## src/rtl/usb2classic_pkg.sv

```systemverilog
// Shared definitions for the USB-to-classic-console pad output path.
package usb2classic_pkg;

  localparam int unsigned SYNC_STAGES_DEFAULT = 2;
  localparam int unsigned PAD_BITS_3DO        = 16;

  typedef enum logic {
    EDGE_FALL = 1'b0,
    EDGE_RISE = 1'b1
  } edge_sel_e;

  typedef enum logic [1:0] {
    ST_IDLE,
    ST_LOAD,
    ST_SHIFT,
    ST_DONE
  } frame_state_e;

endpackage

```

## src/rtl/sync_edge_detect.sv

```systemverilog
// Multi-flop synchronizer for an asynchronous console line, plus one history
// flop so rise/fall are single-cycle pulses in the system_clock domain.
module sync_edge_detect
  import usb2classic_pkg::*;
#(
  parameter int unsigned SYNC_STAGES = SYNC_STAGES_DEFAULT
) (
  input  logic system_clock,
  input  logic reset_n,
  input  logic async_in,
  output logic level,
  output logic rise,
  output logic fall
);

  logic [SYNC_STAGES-1:0] sync_q;
  logic                   prev_q;

  always_ff @(posedge system_clock or negedge reset_n) begin
    if (!reset_n) begin
      sync_q <= '0;
      prev_q <= 1'b0;
    end else begin
      sync_q <= {sync_q[SYNC_STAGES-2:0], async_in};
      prev_q <= sync_q[SYNC_STAGES-1];
    end
  end

  assign level = sync_q[SYNC_STAGES-1];
  assign rise  = level & ~prev_q;
  assign fall  = ~level & prev_q;

endmodule

```

## src/rtl/pad_shift_serializer.sv

```systemverilog
// Parallel-in/serial-out stage for the 3DO pad driver: snapshots the button
// word on console latch and shifts it out MSB first on console clock edges.
module pad_shift_serializer
  import usb2classic_pkg::*;
#(
  parameter int unsigned BITS        = PAD_BITS_3DO,
  parameter int unsigned SHIFT_EDGE  = 1,
  parameter logic        FILL_BIT    = 1'b0,
  parameter int unsigned SYNC_STAGES = SYNC_STAGES_DEFAULT
) (
  input  logic            system_clock,
  input  logic            reset_n,
  input  logic            latch,
  input  logic            clk,
  input  logic [BITS-1:0] i,
  input  logic            i_valid,
  output logic            data,
  output logic            busy,
  output logic            frame_done
);

  localparam int unsigned     CNT_W    = $clog2(BITS + 1);
  localparam logic [CNT_W-1:0] CNT_LAST = CNT_W'(BITS - 1);
  localparam logic [CNT_W-1:0] CNT_FULL = CNT_W'(BITS);
  localparam edge_sel_e       EDGE_SEL = edge_sel_e'(SHIFT_EDGE[0]);

  logic latch_s, latch_rise, latch_fall;
  logic clk_s, clk_rise, clk_fall;
  logic clk_edge, shift_ev;

  logic [BITS-1:0]  pending_q;
  logic [BITS-1:0]  shadow_q;
  logic [BITS-1:0]  sr_q;
  logic [CNT_W-1:0] bit_cnt;

  frame_state_e state_q, state_d;
  logic         done_d;

  sync_edge_detect #(
    .SYNC_STAGES(SYNC_STAGES)
  ) u_latch_sync (
    .system_clock(system_clock),
    .reset_n     (reset_n),
    .async_in    (latch),
    .level       (latch_s),
    .rise        (latch_rise),
    .fall        (latch_fall)
  );

  sync_edge_detect #(
    .SYNC_STAGES(SYNC_STAGES)
  ) u_clk_sync (
    .system_clock(system_clock),
    .reset_n     (reset_n),
    .async_in    (clk),
    .level       (clk_s),
    .rise        (clk_rise),
    .fall        (clk_fall)
  );

  function automatic logic [BITS-1:0] shift_fill(input logic [BITS-1:0] v);
    logic [BITS-1:0] r;
    r[0] = FILL_BIT;
    for (int unsigned k = 1; k < BITS; k++) begin
      r[k] = v[k-1];
    end
    return r;
  endfunction

  assign clk_edge = (EDGE_SEL == EDGE_RISE) ? (clk_rise & clk_s) : (clk_fall & ~clk_s);
  // Latch level and the latch-fall cycle both own the register, so a
  // coincident clock edge is never counted as a shift.
  assign shift_ev = clk_edge & ~latch_s & ~latch_fall;

  always_ff @(posedge system_clock or negedge reset_n) begin
    if (!reset_n) begin
      state_q <= ST_IDLE;
    end else begin
      state_q <= state_d;
    end
  end

  always_comb begin
    state_d = state_q;
    done_d  = 1'b0;
    if (latch_s) begin
      state_d = ST_LOAD;
    end else if (latch_fall) begin
      state_d = ST_SHIFT;
    end else if (shift_ev && (state_q == ST_SHIFT) && (bit_cnt == CNT_LAST)) begin
      state_d = ST_DONE;
      done_d  = 1'b1;
    end
  end

  always_ff @(posedge system_clock or negedge reset_n) begin
    if (!reset_n) begin
      pending_q  <= '0;
      shadow_q   <= '0;
      sr_q       <= '0;
      bit_cnt    <= '0;
      frame_done <= 1'b0;
    end else begin
      frame_done <= done_d;

      if (i_valid) begin
        pending_q <= i;
      end

      // A word arriving on the latch-rise cycle bypasses pending so the
      // console sees it in this frame rather than the next.
      if (latch_rise && i_valid) begin
        shadow_q <= i;
      end else if (latch_s) begin
        shadow_q <= pending_q;
      end

      if (latch_s) begin
        sr_q <= shadow_q;
      end else if (shift_ev) begin
        sr_q <= shift_fill(sr_q);
      end

      if (latch_s || latch_fall) begin
        bit_cnt <= '0;
      end else if (shift_ev && (bit_cnt != CNT_FULL)) begin
        bit_cnt <= bit_cnt + 1'b1;
      end
    end
  end

  assign data = sr_q[BITS-1];
  assign busy = (state_q == ST_SHIFT);

endmodule

```

## config.mk

```make
export PLATFORM = sky130hd
export DESIGN_NAME = pad_shift_serializer
export DESIGN_NICKNAME = d
export VERILOG_FILES = /design/src/rtl/usb2classic_pkg.sv /design/src/rtl/sync_edge_detect.sv /design/src/rtl/pad_shift_serializer.sv
export SDC_FILE = /design/constraint.sdc
export NUM_CORES = 1
export LEC_CHECK = 0
export CAP_MARGIN = 20
export CORE_ASPECT_RATIO = 0.8
export CORE_MARGIN = 3
export CORE_UTILIZATION = 52
export CTS_BUF_LIST = sky130_fd_sc_hd__clkbuf_8
export DETAILED_ROUTE_END_ITERATION = 12
export PLACE_DENSITY_LB_ADDON = 0.2
export SYNTH_ARGS = -nofsm -noshare
export SYNTH_HDL_FRONTEND = slang
export SYNTH_SLANG_ARGS = --single-unit
```

## constraint.sdc

```tcl
create_clock -name system_clock -period 2.5 [get_ports system_clock]
set_clock_uncertainty 0.05 [all_clocks]
set_input_delay 0.625 -clock system_clock [delete_from_list [all_inputs] [get_ports system_clock]]
set_output_delay 0.625 -clock system_clock [all_outputs]
set_load 0.02 [all_outputs]
```

==> results.md <==
Logic synthesis:
- Summing every instance area after synthesis gives 2650 um^2.
- The share of synthesized registers carrying an async set or reset is 100%.
- The post-synthesis cell type count is 30.
- The synthesized design contains 62 register bits.
- Counting every instance in the synthesized netlist gives 209.
- The share of the Yosys chip area taken by registers is 58.6%.
- The synthesized design contains 0 enable-type register cells.
- The net count of the mapped netlist is 233.
- By area the synthesized netlist is led by dfrtp_1, mux2i_1, mux2_2.
- In this run the biggest area consumer among cell types represents 58.6% of the synthesized area.
- The Yosys step of the flow raised 0 warnings.
- The largest total area in the synthesized netlist belongs to dfrtp_1.
- The most used flip-flop cell after synthesis is dfrtp_1.
- In this run the mean area of a mapped cell was 12.7 um^2.

Route:
- The first-pass detailed-route iteration total is 4.
- The average vias per placed instance is 5.74.
- The total wirelength of the detailed-routed design is 4920 um.
- The number of antenna-violating nets in the routed design is 0.
- Dividing the detail-routed wire length by the instance count gives 16.6 um.
- The first routing iteration left 83 violations.
- The number of remaining DRC errors is 0.
- The detailed router placed 1706 vias in this run.

Timing:
- The final critical-path share of the clock period is 85.7%.
- The total count of hold-check failures in the final report came to 0.
- In the post-route analysis, the smallest setup slack over all paths is 0.358 ns.
- Setup repair after global routing left no endpoint under its margin.
- The relative max-transition margin is 61.6%.
- The accumulated negative setup slack is 0 ns.
- The number of max-slew violations in the final report came to 0.
- The number of endpoints failing setup at the final stage is 0.
- Derived from the worst setup path, the maximum achievable clock frequency is 467 MHz.
- The slew of the pin with the lowest slew margin is 0.576 ns.
- The shortest clock period the worst path allows after layout is 2.14 ns.

Die:
- The overall die width is 85.8 um.
- The initial cell density of the core is 55.9%.
- The die is 69.8 um tall.
- The area of the core is 4730 um^2.
- The placement row count is 22.
- The total die area is 5990 um^2.
- The number of placed I/O pins is 24.

Global routing:
- For this run the aggregate overflow at the end of global routing stands at 0.
- The via count of the first global-routing pass is 1780.
- The aggregate global-route resource usage is 18.0%.
- The first-pass GRT wire length is 8380 um.
- The largest net degree at the start of global routing is 50.
- The number of antenna violations at the first check in global routing came to 0.

Place:
- Timing analysis after detailed placement gives a worst setup slack of 0.492 ns.
- At the end of routability-driven placement, the weighted congestion stood at 0.735.
- The HPWL after detailed placement is 3290 um.
- The cell area after placement is 2910 um^2.
- In this run the tool buffered the top-level ports with 23 buffer cells.

Clock tree:
- The clock sink count is 62.
- Clock latency on the worst-skew pair, taken at its later pin, is 0.33 ns.
- The root buffer cell is clkbuf_8.
- In this run, post-CTS hold repair placed 0 buffers.
- The post-CTS clock slew at the launch and capture registers of the worst setup and hold paths is 0.06 ns.
- The CTS H-tree depth is 3.
- The clock tree from TritonCTS is yes.
- The maximum count of clock buffers along a single path is 2.
- The setup fix buffers added after clock tree synthesis is 0.
- The number of buffers created by CTS is 9.
- In this run, post-CTS repair resized a total of 0 instances.

Setup path:
- STA puts the critical path data required time at 1.82 ns.
- The kind of cell adding the most delay to the critical path is buffers and inverters.
- The end of the critical path is busy.
- STA classifies the critical path endpoint as an output port.
- The slowest cell on the critical path is clkdlybuf4s50_1.
- The classification of the worst setup path is reg2out.
- For the worst flop-to-flop path, the logic depth is 4.
- Of all nets on the critical path, the largest fanout is 3.
- The worst register-to-register path has a setup slack of 0.76 ns.
- The startpoint kind of the worst setup timing path is a flop.
- The signal on the critical path passes through nor2b_1 -> clkdlybuf4s50_1.
- The number of cells on the critical path is 2.
- The startpoint identified for the worst register-to-register timing path is u_latch_sync.sync_q[1].
- Together, buffers and inverters on the worst path number 1.
- Tracing the worst setup path back leads to its startpoint at state_q[1].
- The worst register-to-register path ends at bit_cnt[1].
- The data arrival time at the worst-slack endpoint is 1.47 ns.
- On the worst path, the slowest cell contributes a delay of 0.62 ns.

Worst hold path:
- The min-delay analysis places its worst path in the category in2async.

Final layout:
- The layout has 387 filler cells.
- The final core utilization is 64.8%.
- The post-route cell area is 3070 um^2.
- 0 antenna diodes ended up in the layout.
- The relative area change from synthesis to final layout is 15.9%.
- Summing all flip-flop and latch instances after layout gives 1550 um^2.
- The layout net count is 258.
- Summing all multi-input logic gate instances after layout gives 988 um^2.
- Cells with a size suffix above 1 make up 16.9% of the layout.

Outcome:
- The flow ran to the end, and the final reports show no timing, DRC or antenna violations.

Power:
- After layout, the design draws a total of 2.14 mW.
- The power density over cell area is 698 nW/um^2.
- The analysis attributes to cell leakage a power of 1.37 nW.
- IR analysis of the VDD net gives a maximum drop of 570 uV.

Job:
- The number of max-cap violations is 0.
## power breakdown
part / internal (mW) / switching, mW / total (mW)
registers: 1.11 / 0.0637 / 1.17
clock network: 0.364 / 0.349 / 0.713
logic: 0.142 / 0.114 / 0.256
## sequential cells by signal, summed over array words and instances, names as in the netlist
register             cells
pending_q               16
frame_done               1
sr_q                    16
u_clk_sync.prev_q        1
bit_cnt                  5
state_q                  2
u_latch_sync.prev_q      1
shadow_q                16
u_clk_sync.sync_q        2
u_latch_sync.sync_q      2
## synthesized netlist by cell type, types with 4 or more instances
cell type,instances
nor3b_1,15
inv_1,4
a21oi_1,18
clkbuf_1,5
dfrtp_1,62
mux2_2,16
nor2_1,19
mux2i_1,18
a221o_1,15
## worst min-delay path by stage
stage                           startpoint                     end  cells past startpoint  slack [ns]
global placement      u_clk_sync.sync_q[0]    u_clk_sync.sync_q[1]                      0        0.29
detailed placement  u_latch_sync.sync_q[0]  u_latch_sync.sync_q[1]                      0        0.30
CTS                                reset_n                 sr_q[9]                      1        0.24
global route                       reset_n              bit_cnt[2]                      1        0.26
floorplan                          reset_n              bit_cnt[0]                      0        0.28
finish                             reset_n                 sr_q[9]                      1        0.24
## through the flow
stage / hold WS (ns) / instances
final: 0.238 / 297
after floorplan: 0.279 / 209
after CTS: 0.244 / 297
after global routing: 0.263 / 297
after detailed placement: 0.299 / 283
after global placement: 0.287 / 283
## layer usage
metal	share of wire [%]	GRT usage (%)	up-vias
met3	5.1	7.13	8
met5	0	0	-
met4	1.6	4.92	0
met2	50	29.4	36
li1	-	-	805
met1	43	22.0	857
## worst reg2reg max path, delay by kind of cell (launching register included)
family	cells	cell delay [ns]
buf+inv	1	0.21
mux	1	0.24
flops	1	0.42
simple gates	2	0.74
## cell type report
class                      instances  share of cell area, %
tap                               60                   2.45
timing repair buffer              29                   9.21
multi-input combinational        128                   32.2
inverter                           4                  0.489
clock inverter                     4                  0.571
clock buffer                      10                   4.48
sequential                        62                   50.6
## cell families after synthesis
| group | share of synthesized area [%] |
|---|---|
| flops | 58.6 |
| fa+ha+maj | 1.42 |
| compound gates | 10.5 |
| simple gates | 11.8 |
| buf+inv | 4.11 |
| mux | 13.6 |
## layout by cell type (no fill, tap or decap), types with 2 or more instances in the layout
| cell type | count |
|---|---|
| clkbuf_8 | 10 |
| a21oi_1 | 18 |
| nor2_1 | 19 |
| nor3b_1 | 15 |
| and3_1 | 2 |
| nand2_1 | 3 |
| nand3b_1 | 2 |
| inv_1 | 6 |
| ha_1 | 3 |
| mux2_2 | 16 |
| nand2b_1 | 2 |
| dfrtp_1 | 61 |
| clkdlybuf4s50_1 | 22 |
| o21ai_0 | 3 |
| mux2i_1 | 18 |
| clkinv_2 | 2 |
| buf_4 | 5 |
| a221o_1 | 15 |
| or3_1 | 2 |
Power figures use the tool's default switching activity.
